==> config.mk <==
export PLATFORM = sky130hd
export DESIGN_NAME = call_return_ctrl
export DESIGN_NICKNAME = d
export VERILOG_FILES = /design/src/rtl/call_return_ctrl_pkg.sv /design/src/rtl/call_return_ctrl.sv
export SDC_FILE = /design/constraint.sdc
export NUM_CORES = 1
export LEC_CHECK = 0
export CORE_AREA = 8 8 83 122
export CTS_BUF_LIST = sky130_fd_sc_hd__clkbuf_8
export DETAILED_ROUTE_END_ITERATION = 12
export DIE_AREA = 0 0 91 130
export PLACE_DENSITY = 0.95
export SETUP_SLACK_MARGIN = 0.2
export SLEW_MARGIN = 20
export SYNTH_ARGS = -nofsm -noshare
export SYNTH_HDL_FRONTEND = slang
export SYNTH_SLANG_ARGS = --single-unit
export TNS_END_PERCENT = 30
==> constraint.sdc <==
create_clock -name clk -period 2.6 [get_ports clk]
set_input_delay 0.39 -clock clk [delete_from_list [all_inputs] [get_ports clk]]
set_output_delay 0.39 -clock clk [all_outputs]
set_load 0.02 [all_outputs]
==> src/rtl/call_return_ctrl_pkg.sv <==
// Shared constants and state encoding for the call/return sequencer.
// Used by the controller and anything that models the return-address stack.
package call_return_ctrl_pkg;

    localparam int DATA_W         = 32;
    localparam int RET_OFFSET     = 4;
    localparam int STACK_DEPTH    = 16;
    localparam int SETTLE_CYCLES  = 2;

    localparam logic [1:0] ST_IDLE      = 2'd0;
    localparam logic [1:0] ST_CALL_PUSH = 2'd1;
    localparam logic [1:0] ST_RET_POP   = 2'd2;
    localparam logic [1:0] ST_SETTLE    = 2'd3;

    typedef enum logic [1:0] {
        S_IDLE      = ST_IDLE,
        S_CALL_PUSH = ST_CALL_PUSH,
        S_RET_POP   = ST_RET_POP,
        S_SETTLE    = ST_SETTLE
    } state_t;

endpackage

==> src/rtl/call_return_ctrl.sv <==
// Sequences CALL/RET against the return-address stack, waiting out the
// stack's lagging full/empty flags before accepting the next operation.
module call_return_ctrl
    import call_return_ctrl_pkg::*;
#(
    parameter int DATA_W_P        = DATA_W,
    parameter int RET_OFFSET_P    = RET_OFFSET,
    parameter int SETTLE_CYCLES_P = SETTLE_CYCLES
) (
    input  logic                clk,
    input  logic                reset,
    input  logic                start_call,
    input  logic                start_ret,
    input  logic [DATA_W_P-1:0] pc_current,
    input  logic [DATA_W_P-1:0] call_target,
    output logic                busy,
    output logic                done,
    output logic                pc_load,
    output logic [DATA_W_P-1:0] next_pc,
    output logic                fault_overflow,
    output logic                fault_underflow,
    output logic                stk_push,
    output logic                stk_pop,
    output logic [DATA_W_P-1:0] stk_din,
    input  logic [DATA_W_P-1:0] stk_dout,
    input  logic                stk_empty,
    input  logic                stk_full
);

    localparam logic [1:0] W_SETTLE_LOAD = 2'(SETTLE_CYCLES_P - 1);
    localparam logic [DATA_W_P-1:0] W_OFFSET = DATA_W_P'(RET_OFFSET_P);

    state_t              r_state;
    logic [1:0]          r_cnt;
    logic                r_busy;
    logic                r_done;
    logic                r_pc_load;
    logic [DATA_W_P-1:0] r_next_pc;
    logic                r_fov;
    logic                r_fun;
    logic                r_push;
    logic                r_pop;
    logic [DATA_W_P-1:0] r_din;

    always_ff @(posedge clk) begin
        if (reset) begin
            r_state   <= S_IDLE;
            r_cnt     <= 2'd0;
            r_busy    <= 1'b0;
            r_done    <= 1'b0;
            r_pc_load <= 1'b0;
            r_next_pc <= '0;
            r_fov     <= 1'b0;
            r_fun     <= 1'b0;
            r_push    <= 1'b0;
            r_pop     <= 1'b0;
            r_din     <= '0;
        end else begin
            r_done    <= 1'b0;
            r_pc_load <= 1'b0;
            r_fov     <= 1'b0;
            r_fun     <= 1'b0;
            r_push    <= 1'b0;
            r_pop     <= 1'b0;
            unique case (r_state)
                S_IDLE: begin
                    // CALL has priority; a simultaneous RET is dropped
                    if (start_call) begin
                        if (stk_full) begin
                            r_fov  <= 1'b1;
                            r_done <= 1'b1;
                        end else begin
                            r_state   <= S_CALL_PUSH;
                            r_busy    <= 1'b1;
                            r_push    <= 1'b1;
                            r_din     <= pc_current + W_OFFSET;
                            r_pc_load <= 1'b1;
                            r_next_pc <= call_target;
                        end
                    end else if (start_ret) begin
                        if (stk_empty) begin
                            r_fun  <= 1'b1;
                            r_done <= 1'b1;
                        end else begin
                            r_state   <= S_RET_POP;
                            r_busy    <= 1'b1;
                            r_pop     <= 1'b1;
                            r_pc_load <= 1'b1;
                            r_next_pc <= stk_dout;
                        end
                    end
                end
                S_CALL_PUSH, S_RET_POP: begin
                    r_state <= S_SETTLE;
                    r_cnt   <= W_SETTLE_LOAD;
                end
                S_SETTLE: begin
                    if (r_cnt == 2'd0) begin
                        r_state <= S_IDLE;
                        r_busy  <= 1'b0;
                        r_done  <= 1'b1;
                    end else begin
                        r_cnt <= r_cnt - 2'd1;
                    end
                end
                default: r_state <= S_IDLE;
            endcase
        end
    end

    assign busy            = r_busy;
    assign done            = r_done;
    assign pc_load         = r_pc_load;
    assign next_pc         = r_next_pc;
    assign fault_overflow  = r_fov;
    assign fault_underflow = r_fun;
    assign stk_push        = r_push;
    assign stk_pop         = r_pop;
    assign stk_din         = r_din;

endmodule
### Word level (Yosys, flattened, before mapping)

Cells that the tools add are included.

* register bits after elaboration: 75
* input bits: 102
* output and inout bits: 71
* word-level logic and storage cells: 68

* add/sub/neg operators: 2
* equality and inequality tests: 10
* multiplexer cells: 28
* bitwise operators: 3
* reductions and logical operators: 14

Operators with widths (count)
* 32-bit 2-to-1 mux: 4
* 32-bit by 3-bit adder with 32-bit output (second input constant): 1
* 1-bit 2-to-1 mux: 14
* 2-bit 2-to-1 mux: 6
* 3-bit inequality test (second input constant): 3
* 2-bit inequality test (second input constant): 4
* 4-bit AND reduction: 2
* 2-bit one-hot mux with 3 select lines: 1
* 2-bit nonzero test: 3
* 3-bit OR reduction: 2
* 5-bit AND reduction: 1
* 2-bit == test (second input constant): 2
* 2-bit logical NOT: 2
* 1-bit one-hot mux with 2 select lines: 2
* 2-bit one-hot mux with 2 select lines: 1
* 2-bit OR reduction: 2
* 1-bit NOT: 3
* 3-bit AND reduction: 1
* 2-bit by 1-bit == test with 1-bit output (second input constant): 1
* 2-bit AND reduction: 1
* 2-bit by 1-bit subtractor with 2-bit output (second input constant): 1

### Longest topological paths before layout

Gate-level depths: netlist (run 1).

* depth after elaboration: 4
* gate-level depth with buffers: 9
* gate-level depth less buffers: 6

### Least setup slack after synthesis (run 1)

No wires, ideal clock.

* path kind: input-to-reg
* start point: in pc_current[2]
* end point: reg r_din[18] (netlist: stk_din[18])
* setup time: 0.091 ns
* arrival time: 1.765 ns
* data required time: 2.509 ns
* setup slack: 0.744 ns
* stages on the path: 5
* path buffers: 0
* cells stage by stage: ha_1 nand2_1 or3_4 or4_1 a311oi_1

* cells in the longest elaborated chain, start to end: 1

RTL lines
* start: declaration: RTL line call_return_ctrl.sv:14 `input logic [DATA_W_P-1:0] pc_current,`
* 32-bit by 3-bit adder with 32-bit output: RTL line call_return_ctrl.sv:76 `r_din <= pc_current + W_OFFSET;`
* end signal: assignment: RTL line call_return_ctrl.sv:76
* end: declaration: RTL line call_return_ctrl.sv:43 `logic [DATA_W_P-1:0] r_din;`

No other way between the ends.
A chain may end at the register's enable or synchronous reset.

### Worst setup path after layout (run 1)

* start point: in pc_current[2]
* end point: reg r_din[24] (netlist: stk_din[24])

The elaborated chain is that of the path after synthesis.

==> results.toml, run 1 <==
[routing]
avgViaCountPerCell = 5.73
dr.pass1.iters = 4
wl_per_cell_um = 19.0
drtIter0Drc = 143
vias = 3962
drc = 0
wl_mm = 13.1
ant_nets = 0

[worst_hold_path]
holdPathStages = 3
min_path_type = "input pin to flip-flop"
hp-start = "start_call"
hold_path_end = "stk_push$_SDFF_PP0_"

[sta]
period_needed_ns = 2.26
setup_ws_ns = 0.339
final_hold_viol_count = 0
fmax_mhz = 442
post-route-period-util = 0.869
fin_tns_setup_ns = 0
holdWs_ns = 0.394
setup-violations-final = 0
slew_headroom = 0.525
finalMaxSlewViolations = 0
tightest_slew_ns = 0.713
grt_setup_unrepaired = "false"
fin_skew_ns = 0.00552

[synth]
synth_fp_nets = 523
synth.area.top_cells = "dfxtp_1, a211oi_1, mux2i_1"
synthDistinctLibCells = 51
syn_area_um2 = 3770
ys_seq_area_frac = 0.399
synth_top_area_cell = "dfxtp_1"
synth_top_area_frac = 0.399
synthCells = 416
ys_ff_latch = 75
yosys_warnings = 0
postSynthAreaPerCell_um2 = 9.05

[setup_path]
reg2reg_slack_ns = 0.65
slowest_delay_ns = 0.50
cp_data_arrival_time_ns = 2.50
critPathKind = "input pin to flip-flop"
required_ns = 2.84
regToRegStartpoint = "r_state[1]$_SDFFE_PP0P_"
slowest_stage = "clkdlybuf4s50_1"
critPathCaptureType = "flip-flop"
cp_max_fo = 4
worstRegToRegCells = 6
cp-start-kind = "input pin"
crit_buf_inv = 2
path_cells = "clkdlybuf4s50_1, ha_1, nand2_1, nor4_1, buf_4, or4b_1, a311oi_1"
rr_endpoint = "stk_din[18]$_SDFFE_PP0P_"
cp_top_family = "simple AND/OR/NAND/NOR gates"

[floorplanning]
rows = 41
core_area_um2 = 8310
fp.dieArea_um2 = 11800
boundaryPins = 173
die_height_um = 130
dieWidth_um = 91
floorplan.initialDensity = 0.453

[clock_network]
postCtsSetupBuffers = 0
postCtsHoldBufs = 0
h-tree-depth = 3
numCtsBuffers = 9
cts_tree = "yes"
insertion_delay_ns = 0.34
clock_path_buffers = 2
ctsResizeCount = 0
clock_sinks = 75
root_buffer = "clkbuf_8"
clkSlewWorstSetupHoldPaths_ns = 0.07

[pwr]
ir_drop_mv = 0.384
power_density_nw_per_um2 = 799
leakage_nw = 2.10
total_power_mw = 4.61

[final_layout]
final_cell_mix = "clkdlybuf4s50_1, dfxtp_1, nor2_1"
nets = 686
final_layout_size_suffix_gt1_frac = 0.0668
layout.cells.non_filler = 691
fillers = 623
fin_util = 0.695
area_delta_synth_final_pct = 53.3
final_common_cell = "clkdlybuf4s50_1"
antenna_cells = 0
final_cell_area_um2 = 5770

[global_routing]
track_usage = 0.222
antenna_found_initial = 0
grt_first_pass_wirelength_mm = 21.1
first_global_vias = 4027
grt_max_degree = 65
grt_overflow = 0

[status]
outcome = "complete, no violations"

[placement]
numPortBuffers = 172
dp_cells = 675
place.gp.congestion = 0.945
pre_cts_ws_ns = 0.0132
dp_hpwl_mm = 10.5
post_dp_cell_area_um2 = 5530

[run]
drv_cap = 0
## registers in the layout, summed over array words and instances, names as in the netlist
register         count
r_state              2
done                 1
busy                 1
stk_pop              1
pc_load              1
fault_underflow      1
r_cnt                2
next_pc             32
stk_push             1
stk_din             32
fault_overflow       1
## synthesized netlist by cell type, drive strengths merged
| library cell | count |
|---|---|
| a211oi | 47 |
| a21o | 2 |
| a21oi | 5 |
| a2bb2oi | 1 |
| a311oi | 14 |
| a31oi | 4 |
| a32oi | 1 |
| and2 | 6 |
| and3 | 5 |
| and3b | 1 |
| and4 | 10 |
| buf | 8 |
| clkbuf | 22 |
| dfxtp | 75 |
| ha | 5 |
| inv | 9 |
| mux2i | 33 |
| nand2 | 23 |
| nand3 | 9 |
| nand3b | 1 |
| nand4 | 10 |
| nor2 | 62 |
| nor2b | 4 |
| nor3 | 1 |
| nor3b | 1 |
| nor4 | 5 |
| nor4b | 1 |
| o2111ai | 2 |
| o21a | 2 |
| o21ai | 7 |
| o311a | 1 |
| o31ai | 5 |
| o41ai | 3 |
| or2 | 1 |
| or3 | 7 |
| or3b | 1 |
| or4 | 7 |
| or4b | 3 |
| xnor2 | 4 |
| xor2 | 8 |
## logic make-up after synthesis
kind of cell             count (synthesis)  synth area share
AND/OR/NAND/NOR                        158             0.226
XOR/XNOR                                12            0.0279
buffers and inverters                   39            0.0571
adder cells (fa/ha/maj)                  5            0.0166
multiplexers                            33            0.0877
AO/OA/AOI/OAI                           94             0.186
flip-flops                              75             0.399
## tightest hold or removal path: cells and delay by family
kind	cells	cell delay (ns)
buffers and inverters	2	0.23
and+or+nand+nor	1	0.06
## cell type report
| cell class | count | area, um2 | area share |
|---|---|---|---|
| multi-input cells | 302 | 2050 | 0.355 |
| repair buffers | 182 | 1810 | 0.314 |
| inverters | 9 | 33.8 | 0.00585 |
| well taps | 107 | 134 | 0.0232 |
| clock inverters | 6 | 104 | 0.0180 |
| clock buffers | 10 | 138 | 0.0238 |
| flip-flops and latches | 75 | 1500 | 0.260 |
## worst max-delay path by stage
stage                   from                       end  depth (start not counted)
2_1_floorplan  pc_current[2]  stk_din[18]$_SDFFE_PP0P_                          5
3_3_place_gp   pc_current[2]  stk_din[18]$_SDFFE_PP0P_                          6
3_5_place_dp   pc_current[2]  stk_din[26]$_SDFFE_PP0P_                          7
4_1_cts        pc_current[2]  stk_din[26]$_SDFFE_PP0P_                          7
5_1_grt        pc_current[2]  stk_din[26]$_SDFFE_PP0P_                          7
6_report       pc_current[2]  stk_din[24]$_SDFFE_PP0P_                          7
## metal layers
layer / up-vias / share of wire / global-route usage
li1: 1893 / - / -
met1: 1832 / 0.39 / 0.235
met2: 203 / 0.50 / 0.401
met3: 34 / 0.071 / 0.0523
met4: 0 / 0.038 / 0.116
met5: - / 0 / 0
## power breakdown
part / leakage, nW / internal (mW) / switching [mW]
combinational: 1.36 / 0.921 / 1.05
sequential: 0.616 / 1.43 / 0.148
clock: 0.127 / 0.657 / 0.405
total: 2.10 / 3.01 / 1.61
(Power assumes the default switching activity.)
==> inputs of run 2 (changes only) <==
--- a/config.mk
+++ b/config.mk
@@ -6,7 +6,7 @@
 export NUM_CORES = 1
 export LEC_CHECK = 0
 export CORE_AREA = 8 8 83 122
-export CTS_BUF_LIST = sky130_fd_sc_hd__clkbuf_8
+export CTS_BUF_LIST = sky130_fd_sc_hd__clkbuf_2
 export DETAILED_ROUTE_END_ITERATION = 12
 export DIE_AREA = 0 0 91 130
 export PLACE_DENSITY = 0.95
==> run 2 against run 1 <==
Against the previous run: setup slack better by 0.15 ns; sequential share of layout area increased by 0.40 points; clock skew rose by 0.0095 ns; worst hold slack got worse by 0.18 ns; via count up 0.28%; final area is 1.5% lower; highest routed layer unchanged.
==> results.toml, run 2 (synthesis gave the netlist of run 1 again) <==
[clock_network]
root_buffer = "clkbuf_2"
h-tree-depth = 3
postCtsHoldBufs = 0
clock_sinks = 75
clock_path_buffers = 2
numCtsBuffers = 9
postCtsSetupBuffers = 0
ctsResizeCount = 0
insertion_delay_ns = 0.51
clkSlewWorstSetupHoldPaths_ns = 0.19
cts_tree = "yes"

[final_layout]
area_delta_synth_final_pct = 51.0
final_cell_mix = "clkdlybuf4s50_1, dfxtp_1, nor2_1"
final_layout_size_suffix_gt1_frac = 0.0668
antenna_cells = 0
nets = 686
final_common_cell = "clkdlybuf4s50_1"

[pwr]
total_power_mw = 4.35
ir_drop_mv = 0.356
leakage_nw = 2.07
power_density_nw_per_um2 = 766

[status]
outcome = "complete, no violations"

[placement]
numPortBuffers = 172
dp_hpwl_mm = 10.5
place.gp.congestion = 0.945

[run]
drv_cap = 0

[setup_path]
critPathKind = "input pin to flip-flop"
cp-start-kind = "input pin"
worstRegToRegCells = 6
cp_data_arrival_time_ns = 2.55
required_ns = 3.03
cp_max_fo = 14
critPathCaptureType = "flip-flop"

[sta]
fmax_mhz = 473
fin_skew_ns = 0.0150
setup-violations-final = 0
fin_tns_setup_ns = 0
tightest_slew_ns = 0.697
period_needed_ns = 2.12
slew_headroom = 0.535
final_hold_viol_count = 0
finalMaxSlewViolations = 0
post-route-period-util = 0.814
grt_setup_unrepaired = "false"

[global_routing]
first_global_vias = 4049
grt_overflow = 0
grt_first_pass_wirelength_mm = 21.1
track_usage = 0.222
grt_max_degree = 65
antenna_found_initial = 0

[floorplanning]
die_height_um = 130
dieWidth_um = 91
fp.dieArea_um2 = 11800
rows = 41
core_area_um2 = 8310
boundaryPins = 173
floorplan.initialDensity = 0.453

[routing]
vias = 3973
avgViaCountPerCell = 5.75
wl_per_cell_um = 19.2
dr.pass1.iters = 4
drtIter0Drc = 198
ant_nets = 0
drc = 0
wl_mm = 13.3

[worst_hold_path]
min_path_type = "input pin to flip-flop"
holdPathStages = 3
run 2: power breakdown:
part	internal (mW)	leakage, nW	switching [mW]	total (mW)
Clock	0.413	0.0933	0.390	0.802
Combinational	0.921	1.36	1.06	1.98
Sequential	1.43	0.616	0.148	1.57
run 2: worst paths after layout:
kind | from | endpoint | slack (ns)
worst max-delay path | pc_current[2] | stk_din[28]$_SDFFE_PP0P_ | 0.48
worst min-delay path | start_call | stk_push$_SDFF_PP0_ | 0.21
worst max register to register | r_state[1]$_SDFFE_PP0P_ | stk_din[18]$_SDFFE_PP0P_ | 0.64
worst min register to register | stk_din[1]$_SDFFE_PP0P_ | stk_din[1]$_SDFFE_PP0P_ | 0.47
run 2: final cells by class:
type                       instances  area [um2]
fill                             634        2620
multi-input combinational        302        2050
timing repair buffer             182        1810
sequential                        75        1500
tap                              107         134
clock inverter                     6         104
clock buffer                      10        50.0
inverter                           9        33.8
run 2: per-stage QoR:
step | instance area [um2] | setup WS (ns) | hold slack, ns | util | cells
CTS | 5690 | 0.560 | 0.154 | 0.684 | 691
finish | 5690 | 0.485 | 0.210 | 0.684 | 691
floorplan | 3770 | 0.744 | 0.437 | - | 416
global placement | 5530 | 0.127 | 0.442 | 0.666 | 675
detailed placement | 5530 | 0.0132 | 0.453 | 0.666 | 675
global route | 5690 | 0.448 | 0.185 | 0.684 | 691
run 2: metal layers:
metal  global-route usage  share of wire
met2                0.402           0.50
met3               0.0523          0.070
met1                0.235           0.39
met5                    0              0
met4                0.115          0.032
run 2: critical path: stages:
cell and delay [ns]:
clkdlybuf4s50_1 0.50, ha_1 0.24, nand2_1 0.13, or3_4 0.43, or4_1 0.55, a311oi_1 0.31
